## src/rtl/sme_host.sv

```systemverilog
// -----------------------------------------------------------------------------
// sme_host
// Front end for the string-matching engine (SME). Buffers one string and one
// pattern loaded over a byte port, serializes them onto the SME character
// interface, waits for the engine result (or a timeout) and returns it as a
// one-cycle result pulse.
//
// Ports
//   clk, reset              clock, asynchronous active-high reset
//   ld_valid/ld_ready       load handshake (accepted only in IDLE)
//   ld_sel, ld_data,ld_last 0=string char, 1=pattern char; ld_last launches a job
//   chardata, isstring,     registered character stream toward the SME
//   ispattern
//   sme_valid/match/index   SME result, sampled only while waiting
//   res_valid/match/index   one-cycle registered result
//   res_timeout, res_error  job ended by timeout / job rejected (no string)
//   str_ovf                 sticky: a character was dropped for capacity
// -----------------------------------------------------------------------------
module sme_host #(
    parameter int STR_MAX = 32,
    parameter int PAT_MAX = 8,
    parameter int TIMEOUT = 64
) (
    input  logic       clk,
    input  logic       reset,
    input  logic       ld_valid,
    output logic       ld_ready,
    input  logic       ld_sel,
    input  logic [7:0] ld_data,
    input  logic       ld_last,
    output logic [7:0] chardata,
    output logic       isstring,
    output logic       ispattern,
    input  logic       sme_valid,
    input  logic       sme_match,
    input  logic [4:0] sme_index,
    output logic       res_valid,
    output logic       res_match,
    output logic [4:0] res_index,
    output logic       res_timeout,
    output logic       res_error,
    output logic       str_ovf
);
    localparam int SW  = $clog2(STR_MAX + 1);
    localparam int PW  = $clog2(PAT_MAX + 1);
    localparam int SIW = $clog2(STR_MAX);
    localparam int PIW = $clog2(PAT_MAX);
    localparam int IW  = (SW > PW) ? SW : PW;

    typedef enum logic [2:0] {
        S_IDLE     = 3'd0,
        S_SEND_STR = 3'd1,
        S_SEND_PAT = 3'd2,
        S_WAIT     = 3'd3,
        S_REPORT   = 3'd4
    } state_t;

    state_t        r_state, w_state_next;
    logic [IW-1:0] r_idx, w_idx_next;
    logic [SW-1:0] r_str_len;
    logic [PW-1:0] r_pat_len;
    logic          r_str_new, r_str_sent, r_pat_new;
    logic [6:0]    r_tmo;
    logic [7:0]    r_str [STR_MAX];
    logic [7:0]    r_pat [PAT_MAX];

    logic          r_ld_ready, r_isstring, r_ispattern;
    logic [7:0]    r_chardata, w_char_next;
    logic          r_res_valid, r_res_match, r_res_timeout, r_res_error, r_str_ovf;
    logic [4:0]    r_res_index;
    logic          w_err_next, w_tmo_next, w_cap_next;

    // A buffer whose previous contents were consumed (or never loaded) restarts at 0.
    logic          w_ld_acc, w_str_acc, w_pat_acc, w_launch;
    logic [SW-1:0] w_str_base;
    logic [PW-1:0] w_pat_base;
    logic          w_str_wr, w_pat_wr, w_drop, w_tmo_hit;

    assign w_ld_acc   = ld_valid && (r_state == S_IDLE);
    assign w_str_acc  = w_ld_acc && !ld_sel;
    assign w_pat_acc  = w_ld_acc && ld_sel;
    assign w_launch   = w_pat_acc && ld_last;
    assign w_str_base = r_str_new ? r_str_len : '0;
    assign w_pat_base = r_pat_new ? r_pat_len : '0;
    assign w_str_wr   = w_str_acc && (w_str_base < SW'(STR_MAX));
    assign w_pat_wr   = w_pat_acc && (w_pat_base < PW'(PAT_MAX));
    assign w_drop     = (w_str_acc && !w_str_wr) || (w_pat_acc && !w_pat_wr);
    assign w_tmo_hit  = (r_tmo == 7'(TIMEOUT - 1));

    // State register.
    always_ff @(posedge clk or posedge reset) begin
        if (reset) begin
            r_state <= S_IDLE;
            r_idx   <= '0;
        end else begin
            r_state <= w_state_next;
            r_idx   <= w_idx_next;
        end
    end

    // Next-state, send index and result-cause decode.
    always_comb begin
        w_state_next = r_state;
        w_idx_next   = r_idx;
        w_err_next   = 1'b0;
        w_tmo_next   = 1'b0;
        w_cap_next   = 1'b0;
        case (r_state)
            S_IDLE: begin
                if (w_launch) begin
                    w_idx_next = '0;
                    if (r_str_new) begin
                        w_state_next = S_SEND_STR;
                    end else if (r_str_sent) begin
                        w_state_next = S_SEND_PAT;   // SME still holds the old string
                    end else begin
                        w_state_next = S_REPORT;
                        w_err_next   = 1'b1;
                    end
                end else begin
                    w_state_next = S_IDLE;
                end
            end
            S_SEND_STR: begin
                if (r_idx == IW'(r_str_len) - IW'(1)) begin
                    w_state_next = S_SEND_PAT;
                    w_idx_next   = '0;
                end else begin
                    w_idx_next   = r_idx + IW'(1);
                end
            end
            S_SEND_PAT: begin
                if (r_idx == IW'(r_pat_len) - IW'(1)) begin
                    w_state_next = S_WAIT;
                    w_idx_next   = '0;
                end else begin
                    w_idx_next   = r_idx + IW'(1);
                end
            end
            S_WAIT: begin
                // A result arriving on the timeout cycle still counts as a result.
                if (sme_valid) begin
                    w_state_next = S_REPORT;
                    w_cap_next   = 1'b1;
                end else if (w_tmo_hit) begin
                    w_state_next = S_REPORT;
                    w_tmo_next   = 1'b1;
                end else begin
                    w_state_next = S_WAIT;
                end
            end
            S_REPORT: w_state_next = S_IDLE;
            default:  w_state_next = S_IDLE;
        endcase
    end

    // Character for the next cycle; a pattern-only launch may need the byte being written now.
    always_comb begin
        w_char_next = 8'h00;
        case (w_state_next)
            S_SEND_STR: w_char_next = r_str[w_idx_next[SIW-1:0]];
            S_SEND_PAT: begin
                if ((r_state == S_IDLE) && w_pat_wr && (w_pat_base == '0)) begin
                    w_char_next = ld_data;
                end else begin
                    w_char_next = r_pat[w_idx_next[PIW-1:0]];
                end
            end
            default:    w_char_next = 8'h00;
        endcase
    end

    // Registered interface outputs.
    always_ff @(posedge clk or posedge reset) begin
        if (reset) begin
            r_ld_ready    <= 1'b1;
            r_isstring    <= 1'b0;
            r_ispattern   <= 1'b0;
            r_chardata    <= 8'h00;
            r_res_valid   <= 1'b0;
            r_res_match   <= 1'b0;
            r_res_index   <= 5'd0;
            r_res_timeout <= 1'b0;
            r_res_error   <= 1'b0;
            r_str_ovf     <= 1'b0;
        end else begin
            r_ld_ready    <= (w_state_next == S_IDLE);
            r_isstring    <= (w_state_next == S_SEND_STR);
            r_ispattern   <= (w_state_next == S_SEND_PAT);
            r_chardata    <= w_char_next;
            r_res_valid   <= (w_state_next == S_REPORT);
            r_res_match   <= w_cap_next && sme_match;
            r_res_index   <= w_cap_next ? sme_index : 5'd0;
            r_res_timeout <= w_tmo_next;
            r_res_error   <= w_err_next;
            r_str_ovf     <= r_str_ovf || w_drop;
        end
    end

    // Buffer lengths and string/pattern bookkeeping flags.
    always_ff @(posedge clk or posedge reset) begin
        if (reset) begin
            r_str_len  <= '0;
            r_pat_len  <= '0;
            r_str_new  <= 1'b0;
            r_str_sent <= 1'b0;
            r_pat_new  <= 1'b0;
        end else begin
            if (w_str_wr) begin
                r_str_len <= w_str_base + SW'(1);
            end
            if (w_str_acc) begin
                r_str_new <= 1'b1;
            end else if (r_state == S_SEND_STR) begin
                r_str_new  <= 1'b0;
                r_str_sent <= 1'b1;
            end
            if (w_pat_wr) begin
                r_pat_len <= w_pat_base + PW'(1);
            end
            if (w_pat_acc) begin
                r_pat_new <= !ld_last;   // every launch consumes the pattern
            end
        end
    end

    // WAIT-cycle counter: zero outside WAIT, saturating inside.
    always_ff @(posedge clk or posedge reset) begin
        if (reset) begin
            r_tmo <= 7'd0;
        end else if (r_state != S_WAIT) begin
            r_tmo <= 7'd0;
        end else if (r_tmo != 7'h7F) begin
            r_tmo <= r_tmo + 7'd1;
        end
    end

    // Character storage; contents need no reset.
    always_ff @(posedge clk) begin
        if (w_str_wr) begin
            r_str[w_str_base[SIW-1:0]] <= ld_data;
        end
        if (w_pat_wr) begin
            r_pat[w_pat_base[PIW-1:0]] <= ld_data;
        end
    end

    assign ld_ready    = r_ld_ready;
    assign isstring    = r_isstring;
    assign ispattern   = r_ispattern;
    assign chardata    = r_chardata;
    assign res_valid   = r_res_valid;
    assign res_match   = r_res_match;
    assign res_index   = r_res_index;
    assign res_timeout = r_res_timeout;
    assign res_error   = r_res_error;
    assign str_ovf     = r_str_ovf;

endmodule

```

## config.mk

```make
export PLATFORM = sky130hd
export DESIGN_NAME = sme_host
export DESIGN_NICKNAME = d
export VERILOG_FILES = /design/src/rtl/sme_host.sv
export SDC_FILE = /design/constraint.sdc
export NUM_CORES = 1
export LEC_CHECK = 0
export ABC_CLOCK_PERIOD_IN_PS = 7300
export BUFFER_PORTS_ARGS = -buffer_cell sky130_fd_sc_hd__buf_2
export CAP_MARGIN = 10
export CORE_UTILIZATION = 60
export DETAILED_ROUTE_END_ITERATION = 7
export PLACE_DENSITY = 0.77
export SLEW_MARGIN = 25
export SYNTH_ARGS = -nofsm -noshare
export SYNTH_HDL_FRONTEND = slang
export SYNTH_SLANG_ARGS = --single-unit
```

## constraint.sdc

```tcl
create_clock -name clk -period 7.3 [get_ports clk]
set_input_delay 1.095 -clock clk [delete_from_list [all_inputs] [get_ports clk]]
set_output_delay 1.095 -clock clk [all_outputs]
set_load 0.01 [all_outputs]
```

# Word level (Yosys, flattened, before mapping)
# Memories as Yosys holds them, arrays and structs flattened.
# Cells that the tools add are included.
# totals
elab_cells,101
memories,2
register_bits,50
output_inout_bits,21
mem_bits_ro,0
ram_bits,320
inputBits,20
latchBits,0
# memory_table
memory,words,width,read_ports,rd_clocked_by_memory_dff,write_ports,line,text
r_str,32,8,1,0,1,64,logic [7:0] r_str [STR_MAX];
r_pat,8,8,1,0,1,65,logic [7:0] r_pat [PAT_MAX];
# op_classes
eq_ne,12
mux,34
magnitude_cmp,2
div,0
n_mul,0
n_bitwise,1
n_reduce_logical,25
shifts,0
addsub,6
# op_table
operator,count
$mux 6,4
$mux 3,7
$pmux 6 s3,1
$pmux 8 s2,1
$mux 1,15
$mux 7,2
$add 6x1->6 const B,2
$eq 6x6->1,2
$pmux 3 s4,1
$logic_and 1x1->1,11
$eq 3x2->1 const B,3
$mux 8,1
$add 7x1->7 const B,1
$eq 7x6->1 const B,1
$ne 7x7->1 const B,1
$eq 3x1->1 const B,2
$logic_not 3->1,2
$lt 6x6->1 const B,1
$sub 6x1->6 const B,1
$mux 5,1
$sub 4x1->5 const B,1
$add 4x1->4 const B,1
$logic_not 1->1,4
$logic_not 4->1,1
other kinds (10),13

# Logic depth before layout (Yosys ltp)
# Gate-level depths: netlist of run 1.
# An unclocked memory read counts as a cell.
# depth
word_depth,9
ltp_mapped,14
mapped_depth_nobuf,11

# Worst setup path before layout of run 1
# No wires, ideal clock.
# synth_timing
kind,input -> register
startpoint,input ld_sel
endpoint,"register r_chardata[2], in the netlist chardata[2]"
setup_time_ns,0.136
setup_slack_ns,3.503
t_required_ns,7.164
cell_stages,12
t_arrival_ns,3.661
path_buffers,5
cell_sequence,clkbuf_1 -> a311oi_1 -> a211o_1 -> clkbuf_1 -> nand2_1 -> o211ai_4 -> buf_2 -> clkbuf_1 -> buf_2 -> mux4_2 -> a22oi_1 -> nand4_1
# synth_between
elab_chain_len,7
word_cells_on_any_way,15
classes_between,eq/ne: 2; mux: 6; reduce/logical: 5; memory: 2
# synth_rtl
element,line,text
start: declaration,28,"input logic ld_sel,"
$logic_and 1x1->1 (*),81,assign w_pat_acc = w_ld_acc && ld_sel;
"parallel branches: the longest is 5 deep, another holds $mem_v2 32x8",--,
$pmux 8 s2 (*),160,case (w_state_next)
via w_char_next[2],68,"logic [7:0] r_chardata, w_char_next;"
end signal: assignment,190,r_chardata <= w_char_next;
end: declaration,68,
# Mark *: on every way through the listed nets, which the timed path passes. The select of a mux whose other input is x is not followed.
# A chain may end at the register's enable or synchronous reset.

# Final worst setup path of run 1
# layout_timing
startpoint,register r_str_len[2]
endpoint,"register r_chardata[2], in the netlist chardata[2]"
# layout_between
elab_chain_len,7
word_cells_on_any_way,12
classes_between,add/sub: 1; eq/ne: 3; mux: 6; memory: 2
# layout_rtl
element,line,text
start: declaration,60,logic [SW-1:0] r_str_len;
start signal: assignment,210,r_str_len <= w_str_base + SW'(1);
$sub 6x1->6 (*),125,if (r_idx == IW'(r_str_len) - IW'(1)) begin
$eq 6x6->1 (*),125,
"parallel branches: the longest is 4 deep, another holds $mem_v2 32x8",--,
$pmux 8 s2 (*),160,
via w_char_next[2],68,
# Mark *: on every way through the listed nets, which the timed path passes.

==> results of run 1 <==
-- layer usage --
metal,GRT usage [%],vias to the layer above,share of wire [%]
met1,38.17,4226,38
met3,4.726,88,9.9
met2,43.68,576,49
li1,-,3487,-
met5,0,-,0
met4,9.740,0,3.4
-- report_power, final --
| part | internal (mW) | switching, mW | leakage (nW) |
|---|---|---|---|
| logic | 0.945 | 1.10 | 1.46 |
| clock network | 1.08 | 0.773 | 0.573 |
| registers | 2.40 | 0.117 | 3.54 |
| total | 4.42 | 1.99 | 5.58 |
-- kinds of logic after synthesis --
logic type	share of synthesized area, %
AOI/OAI and AO/OA	5.956
xor gates and xnor gates	1.047
adders and majority gates	0.8307
buffers and inverters	1.919
DFF	72.11
muxes	12.18
and+or+nand+nor	5.956
-- sequential cells by signal, summed over array words and instances, names as in the netlist, 3 cells and up --
register,cells
r_idx,6
res_index,5
r_state,3
r_pat,64
r_tmo,7
r_str,256
chardata,8
r_pat_len,4
r_str_len,6
-- synthesized netlist by cell type, drive strengths merged, types with 3 or more instances --
cell	number
or2	3
ha	10
xnor2	11
a22oi	11
a221oi	14
or3	3
nor3b	3
a211oi	4
clkbuf	26
nand2	52
o21ai	25
a22o	16
nor2b	5
a21o	4
and3	8
o211ai	5
xor2	7
and2	3
inv	15
nand3	16
nand4	13
buf	15
a21oi	15
nor2	54
edfxtp	320
a31oi	5
mux4	80
nor3	15
dfrtp	49
-- worst paths after layout --
path | cells past startpoint | startpoint | slack, ps | end
max | 10 | r_str_len[2] | 3000 | chardata[2]
min | 1 | r_str_sent | 480 | res_error
max reg2reg | 10 | r_str_len[2] | 3000 | chardata[2]
min reg2reg | 1 | r_str_sent | 480 | res_error
max in group asynchronous | 2 | reset | 6020 | r_pat_len[1]
min in group asynchronous | 2 | reset | 740 | r_tmo[2]
-- worst max-delay path: stages, from the launching register on --
cell       delay (ps)
dfrtp_1           530
or3_4             480
or4_4             440
a2111oi_4         460
a21oi_2           110
a221o_4           500
buf_16            270
mux4_2            470
a22o_1            280
a221oi_1          370
nand4_1           190
-- cell type report --
cell class / count / area, µm² / area share, %
multi-input combinational: 412 / 3951 / 23.55
timing repair buffer: 51 / 302.8 / 1.804
clock inverter: 18 / 163.9 / 0.9768
inverter: 15 / 57.56 / 0.3430
clock buffer: 50 / 1037 / 6.181
tap: 324 / 405.4 / 2.416
sequential: 370 / 10860 / 64.73
-- per-stage QoR --
step,std cells,worst slack [ps],util [%]
final,1240,3005,68.60
after global routing,1240,2847,68.60
after CTS,1239,2826,68.46
after detailed placement,1171,2515,63.55
after global placement,1171,2578,63.45
after floorplan,838,3503,-
==> metrics.yaml, run 1 <==
total_power_mw: 6.407
grt_max_degree: 52
clk_latency_ps: 520
fp.dieArea_um2: 25740
ys_seq_elements: 370
final_layout_size_suffix_gt1_share_pct: 22.38
stdcell_area_um2: 16780
tritoncts: "yes"
max_freq_mhz: 232.8
dp_hpwl_um: 20570
cts_root_buf: "clkbuf_16"
crit_arrival_ps: 4640
synth.distinct_cells: 65
mostFrequentLayoutCells: "320 x edfxtp_1, 74 x mux4_2, 53 x nor2_1, 52 x nand2_1, 49 x dfrtp_1"
ir_drop_mv: 0.2690
cts.clk_slew.worst_paths_ps: 60
core_region_area_um2: 24460
grt_overflow: 0
ios: 41
slew_headroom_pct: 30.72
grt_usage_pct: 27.21
fin_crit_ps: 4295
postRouteWirelength_um: 34020
post-cts-setup-buffers: 0
synth_top_area_cell: "edfxtp_1"
synthTopCellsByArea: "edfxtp_1 64%, mux4_2 11%, dfrtp_1 8.1%"
avgSynthCellArea_um2: 17.97
syn_to_final_growth_pct: 11.41
diodes: 0
drt_first_pass_iters: 5
h-tree-depth: 2
vias: 8377
status: "completed"
fp.dieW_um: 160.4
worstSetupPathType: "register to register"
antenna_left: 0
synthArstFlopShare_pct: 13.51
clock_sinks: 370
synth-warning-count: 0
yosysSeqAreaShare_pct: 72.11
layout_commonest_cell: "edfxtp_1"
setup_viol: 0
dieHeight_um: 160.4
nets: 917
antenna_found_initial: 0
grt_pass1_vias: 8311
cap_violations: 0
fin_worst_skew_ps: 21.91
cts_buffers: 37
viasPerCell: 6.756
power_density_nw_per_um2: 381.9
grt_setup_unrepaired: "false"
fin_hold_ws_ps: 475.2
rows: 57
wl_per_cell_um: 27.44
hold_class: "register to register"
cp_max_fo: 35
ys.flop_type: "edfxtp_1"
ctsHoldBuffers: 0
synth_nets: 868
synth-edff-count: 320
worstPathRequired_ps: 7650
start_util_pct: 61.57
post-route-drc-count: 0
grt_pass1_wl_um: 51190
synthCells: 838
cts_resized: 0
worstMarginPinSlew_ps: 1034
synth_top_area_share_pct: 63.80
clk_path_buf_depth: 3
place_area_um2: 15540
drt_iter0_drc: 1164
finalHoldViolCount: 0
fin_crit_sh_pct: 58.84
final_max_slew_viol_count: 0
globalplace.congestion: 0.9425
fillers: 1481
port_buffers: 40
end_kind: "register"
synth_area_um2: 15060
fin_setup_tns_ps: 0
leakage_nw: 5.579
cp-start-kind: "register"
Power figures use the tool's default switching activity.
==> inputs of run 2 (changes only) <==
--- a/config.mk
+++ b/config.mk
@@ -5,7 +5,7 @@
 export SDC_FILE = /design/constraint.sdc
 export NUM_CORES = 1
 export LEC_CHECK = 0
-export ABC_CLOCK_PERIOD_IN_PS = 7300
+export ABC_CLOCK_PERIOD_IN_PS = 4010
 export BUFFER_PORTS_ARGS = -buffer_cell sky130_fd_sc_hd__buf_2
 export CAP_MARGIN = 10
 export CORE_UTILIZATION = 60
==> constraint.sdc (replaced) <==
create_clock -name clk -period 4.01 [get_ports clk]
set_input_delay 0.6015 -clock clk [delete_from_list [all_inputs] [get_ports clk]]
set_output_delay 0.6015 -clock clk [all_outputs]
set_load 0.01 [all_outputs]
==> metrics.yaml, run 2 (synthesis gave the netlist of run 1 again) <==
cts_root_buf: "clkbuf_16"
slew_headroom_pct: 1.330  # -29 points
combPwrFrac_pct: 32.6  # +0.7 points
antenna_found_initial: 0  # unchanged
nets: 936  # +2.1%
viasPerCell: 6.630  # -1.9%
cap_violations: 0  # unchanged
wl_per_cell_um: 26.80  # -2.3%
start_util_pct: 61.57  # unchanged
fin_setup_tns_ps: -91.28  # -91.28 ps
vias: 8340  # -0.44%
power_density_nw_per_um2: 707.2  # +85%
rows: 57  # unchanged
diodes: 0  # unchanged
grt_usage_pct: 26.49  # -0.72 points
stdcell_area_um2: 16950  # +1.0%
mostFrequentLayoutCells: "320 x edfxtp_1, 74 x mux4_2, 53 x nor2_1, 52 x nand2_1, 49 x dfrtp_1"
finalHoldViolCount: 0  # unchanged
fin_crit_sh_pct: 101.5  # +43 points
h-tree-depth: 2  # unchanged
dp_hpwl_um: 20510  # -0.30%
max_freq_mhz: 245.7  # +5.5%
fp.dieArea_um2: 25740  # unchanged
port_buffers: 40  # unchanged
grt_pass1_vias: 8249  # -0.75%
dieHeight_um: 160.4  # unchanged
cp_max_fo: 11  # -69%
drt_first_pass_iters: 6  # +1
worstSetupPathType: "register to register"
worstPathRequired_ps: 4360  # -3290 ps
total_power_mw: 11.99  # +87%
place_area_um2: 15650  # +0.70%
grt_pass1_wl_um: 50360  # -1.6%
largest_reg_flops: 256  # unchanged
crit_arrival_ps: 4420  # -220 ps
layout_setup_ws_ps: -60.14  # -3065 ps
syn_to_final_growth_pct: 12.54
p_sw_mw: 3.698  # +86%
layout_commonest_cell: "edfxtp_1"
end_kind: "register"
ctsHoldBuffers: 0  # unchanged
status: "finished with violations"
failed_checks: "setup timing"
cts_buffers: 38  # +2.7%
hold_class: "input pin to async pin"
drt_iter0_drc: 1112  # -4.5%
leakage_nw: 5.698  # +2.1%
core_region_area_um2: 24460  # unchanged
globalplace.congestion: 0.9162  # -2.8%
cts.clk_slew.worst_paths_ps: 60  # about the same
antenna_left: 0  # unchanged
fp.dieW_um: 160.4  # unchanged
cp-start-kind: "register"
final_core_utilization_pct: 69.30  # +0.70 points
post-route-drc-count: 0  # unchanged
worstMarginPinSlew_ps: 1459  # +425.2 ps
ios: 41  # unchanged
fillers: 1459  # -1.5%
final_max_slew_viol_count: 0  # unchanged
place_ws_ps: -90.36  # -2605 ps
postRouteWirelength_um: 33710  # -0.91%
ir_drop_mv: 0.4917  # +83%
p_seq_share_pct: 38.0  # -1.2 points
fin_worst_skew_ps: 21.94  # +0.02750 ps
clk_latency_ps: 520  # about the same
setup_viol: 2  # +2
p_int_mw: 8.290  # +88%
power.switching_fraction_pct: 30.85  # -0.20 points
fin_crit_ps: 4070  # -225.1 ps
p_clk_share_pct: 29.4  # +0.5 points
clock_sinks: 370  # unchanged
grt_overflow: 0  # unchanged
tritoncts: "yes"
clk_path_buf_depth: 3  # unchanged
grt_max_degree: 66  # +27%
final_layout_size_suffix_gt1_share_pct: 23.55  # +1.2 points
## run 2: cell count changes in the layout (fill, tap and decap cells not counted), sizes merged
cell and change:
buf +17, bufinv +3, clkbuf -2, a221o +1, clkinvlp -1
## run 2: final timing paths
path                       startpoint  depth (start not counted)     endpoint  slack (ps)
max reg2reg                  r_idx[0]                          7  chardata[4]         -60
max                          r_idx[0]                          7  chardata[4]         -60
min in group clk            sme_match                          2    res_match         330
min                             reset                          2     r_tmo[2]         240
max in group asynchronous       reset                          2     r_idx[1]        3250
min reg2reg                   str_ovf                          1      str_ovf         470
## run 2: final cells by class
type | count | area (µm²) | share of cell area, %
sequential | 370 | 10860 | 64.08
multi-input combinational | 413 | 3954 | 23.32
clock buffer | 48 | 1010 | 5.957
timing repair buffer | 68 | 426.7 | 2.517
tap | 324 | 405.4 | 2.391
clock inverter | 20 | 236.5 | 1.395
inverter | 15 | 57.56 | 0.3395
## run 2: worst max-delay path: stages, from the launching register on
cell      delay, ps
dfrtp_1         580
nor4b_1        1270
a221o_4         490
buf_4           220
buf_4           280
mux4_2          580
a221oi_4        320
nand4_1         140
## run 2: metal layers
| layer | vias up | global-route usage [%] | wire length, µm |
|---|---|---|---|
| li1 | 3535 | - | - |
| met1 | 4263 | 37.75 | 13510 |
| met2 | 456 | 41.74 | 16350 |
| met3 | 86 | 4.804 | 2754 |
| met4 | 0 | 9.524 | 1093 |
| met5 | - | 0 | 0 |
## run 2: power groups by stage
stage	logic (mW)	clock network, mW	registers, mW
after floorplan	2.93	0	4.53
final	3.91	3.52	4.55
after global placement	3.70	0	4.61
after global routing	4.17	3.70	4.57
after detailed placement	3.79	0	4.62
after CTS	3.83	3.55	4.54
## run 2: stage by stage
stage	cells	hold WS, ps
6_report	1258	235.7
3_5_place_dp	1187	461.3
4_1_cts	1255	318.0
3_3_place_gp	1187	460.0
2_1_floorplan	838	437.0
5_1_grt	1258	310.8
## run 2: what timing repair did
action                                  in CTS  in global routing
pin swaps                                    0                  2
gates cloned                                 0                  1
gates resized for setup                      1                  4
setup buffers                                0                  2
endpoints found under the setup margin       1                  5
==> inputs of run 3 (changes only) <==
--- a/config.mk
+++ b/config.mk
@@ -5,12 +5,14 @@
 export SDC_FILE = /design/constraint.sdc
 export NUM_CORES = 1
 export LEC_CHECK = 0
+export ABC_AREA = 1
 export ABC_CLOCK_PERIOD_IN_PS = 4010
 export BUFFER_PORTS_ARGS = -buffer_cell sky130_fd_sc_hd__buf_2
 export CAP_MARGIN = 10
 export CORE_UTILIZATION = 60
 export DETAILED_ROUTE_END_ITERATION = 7
 export PLACE_DENSITY = 0.77
+export SETUP_SLACK_MARGIN = 0.2
 export SLEW_MARGIN = 25
 export SYNTH_ARGS = -nofsm -noshare
 export SYNTH_HDL_FRONTEND = slang
==> metrics.yaml, run 3 <==
fin_crit_sh_pct: 78.72  # -23 points
synth_top_area_share_pct: 59.61  # -4.2 points
failed_checks: "DRC"
worstSetupPathType: "register to register"
start_util_pct: 61.51  # -0.064 points
yosys-top-cells-count: "325 x nand2_1, 320 x edfxtp_1, 301 x nand3_1"
final_layout_size_suffix_gt1_share_pct: 9.639  # -14 points
drt_iter0_drc: 1655  # +49%
fillers: 1845  # +26%
rows: 59  # +3.5%
fin_crit_ps: 3157  # -913.5 ps
vias: 11583  # +39%
path_delay_family: "simple AND/OR/NAND/NOR gates"
max_freq_mhz: 316.8  # +29%
synth_nets: 1489  # +72%
fin_setup_tns_ps: 0  # +91.28 ps
worstMarginPinSlew_ps: 940.5  # -519.0 ps
antenna_found_initial: 0  # unchanged
hold_class: "input pin to async pin"
end_kind: "register"
synth_top_area_cell: "edfxtp_1"
mostFrequentLayoutCells: "325 x nand2_1, 320 x edfxtp_1, 300 x nand3_1, 121 x nand4_1, 74 x inv_1"
dieHeight_um: 165.9  # +3.4%
antenna_left: 0  # unchanged
grt_usage_pct: 29.38  # +2.9 points
fp.dieArea_um2: 27520  # +6.9%
slowest_stage: "inv_2"
diodes: 0  # unchanged
cts.clk_slew.worst_paths_ps: 60  # about the same
cts_buffers: 38  # unchanged
clk_latency_ps: 530  # about the same
nets: 1499  # +60%
globalplace.congestion: 0.8773  # -4.2%
clock_sinks: 370  # unchanged
fin_worst_skew_ps: 20.42  # -1.522 ps
grt_setup_unrepaired: "false"
setup_viol: 0  # -2
syn_to_final_growth_pct: 9.920
tritoncts: "yes"
drt_first_pass_iters: 7  # +1
synthMostInstantiatedCell: "nand2_1"
power_density_nw_per_um2: 816.7  # +15%
largest_reg_flops: 256  # unchanged
clk_path_buf_depth: 3  # unchanged
avgSynthCellArea_um2: 11.05  # -39%
slowest_delay_ps: 670  # -600 ps
layout_commonest_cell: "nand2_1"
ios: 41  # unchanged
post-route-drc-count: 4  # +4
viasPerCell: 6.333  # -4.5%
r2r_start: "r_str_len[0]"
worstPathRequired_ps: 4460  # +100 ps
crit_top_cell: "nand2_1"
synth_area_um2: 16120  # +7.0%
crit_chain: "inv_1 -> ha_1 -> inv_1 -> nand2_1 -> nand2_1 -> nand2_1 -> nand2_1 -> nand2_1 -> nor2_2 -> nand2_2 -> nand2_2 -> nand2_1 -> a22oi_2 -> inv_2 -> nand3_1 -> nand3_1 -> nand2_1 -> nand2_1 -> nand3_1 -> nand2_1"
status: "finished with violations"
grt_pass1_wl_um: 62710  # +25%
cp-start-kind: "register"
fp.dieW_um: 165.9  # +3.4%
postRouteWirelength_um: 39530  # +17%
synth-warning-count: 0  # unchanged
grt_overflow: 0  # unchanged
yosysSeqAreaShare_pct: 67.38  # -4.7 points
synth-edff-count: 320  # unchanged
cts_resized: 0  # -1
cp_max_fo: 41  # +30
port_buffers: 40  # unchanged
dp_hpwl_um: 22470  # +9.6%
grt_max_degree: 117  # +77%
ir_drop_mv: 0.9971  # +100%
slew_headroom_pct: 37.30  # +36 points
core_region_area_um2: 26210  # +7.1%
post-cts-setup-buffers: 0  # unchanged
leakage_nw: 6.745  # +18%
synth.distinct_cells: 44  # -32%
ys.flop_type: "edfxtp_1"
total_power_mw: 14.47  # +21%
cts_root_buf: "clkbuf_16"
crit_buf_inv: 3  # +1
finalHoldViolCount: 0  # unchanged
synthArstFlopShare_pct: 13.51  # unchanged
cap_violations: 0  # unchanged
ctsHoldBuffers: 0  # unchanged
wl_per_cell_um: 21.61  # -19%
final_max_slew_viol_count: 0  # unchanged
h-tree-depth: 2  # unchanged
synthTopCellsByArea: "edfxtp_1 60%, nand3_1 9.3%, dfrtp_1 7.6%"
ys_seq_elements: 370  # unchanged
synthCells: 1459  # +74%
critPathLaunch: "r_str_len[0]"
grt_pass1_vias: 11216  # +36%
crit_arrival_ps: 3610  # -810 ps
-- run 3: per-stage QoR --
step / cells / hold slack [ps] / setup WS (ps) / instance area [µm²] / util [%]
floorplan: 1459 / 409.4 / 1599 / 16120 / -
global placement: 1764 / 420.8 / 942.9 / 16510 / 62.98
detailed placement: 1764 / 425.3 / 867.7 / 16510 / 62.99
CTS: 1829 / 187.7 / 885.4 / 17720 / 67.61
finish: 1829 / 180.4 / 853.4 / 17720 / 67.61
global route: 1829 / 233.5 / 607.3 / 17720 / 67.61
-- run 3: logic make-up after synthesis --
kind of cell	after synthesis	share of synthesized area [%]
and+or+nand+nor	846	24.46
buffers and inverters	174	4.781
xor gates and xnor gates	8	0.4347
DFF	370	67.38
AOI/OAI and AO/OA	51	2.166
adders and majority gates	10	0.7762
-- run 3: layer usage --
layer	share of wire [%]	GRT usage [%]
met1	40	40.81
met2	48	47.33
met3	8.7	4.623
met4	3.3	10.93
met5	0	0
-- run 3: area by class of cell --
| type | count | area, µm² | area share [%] |
|---|---|---|---|
| Tap cell | 335 | 419.2 | 2.366 |
| Clock buffer | 55 | 1109 | 6.257 |
| Inverter | 86 | 325.3 | 1.836 |
| Multi-Input combinational cell | 915 | 4517 | 25.49 |
| Clock inverter | 10 | 101.3 | 0.5720 |
| Timing Repair Buffer | 58 | 385.4 | 2.175 |
| Sequential cell | 370 | 10860 | 61.30 |
-- run 3: final timing paths --
check / end / slack (ps) / cells after the start
max: chardata[7] / 850 / 20
min: res_timeout / 180 / 2
max reg2reg: chardata[7] / 850 / 20
min reg2reg: res_timeout / 440 / 1
max in group asynchronous: chardata[5] / 3390 / 2
min in group clk: res_timeout / 280 / 2
-- run 3: where the power goes --
| group | switching, mW | internal, mW |
|---|---|---|
| sequential | 0.184 | 4.40 |
| clock | 1.40 | 2.04 |
| combinational | 4.54 | 1.90 |
| total | 6.13 | 8.34 |
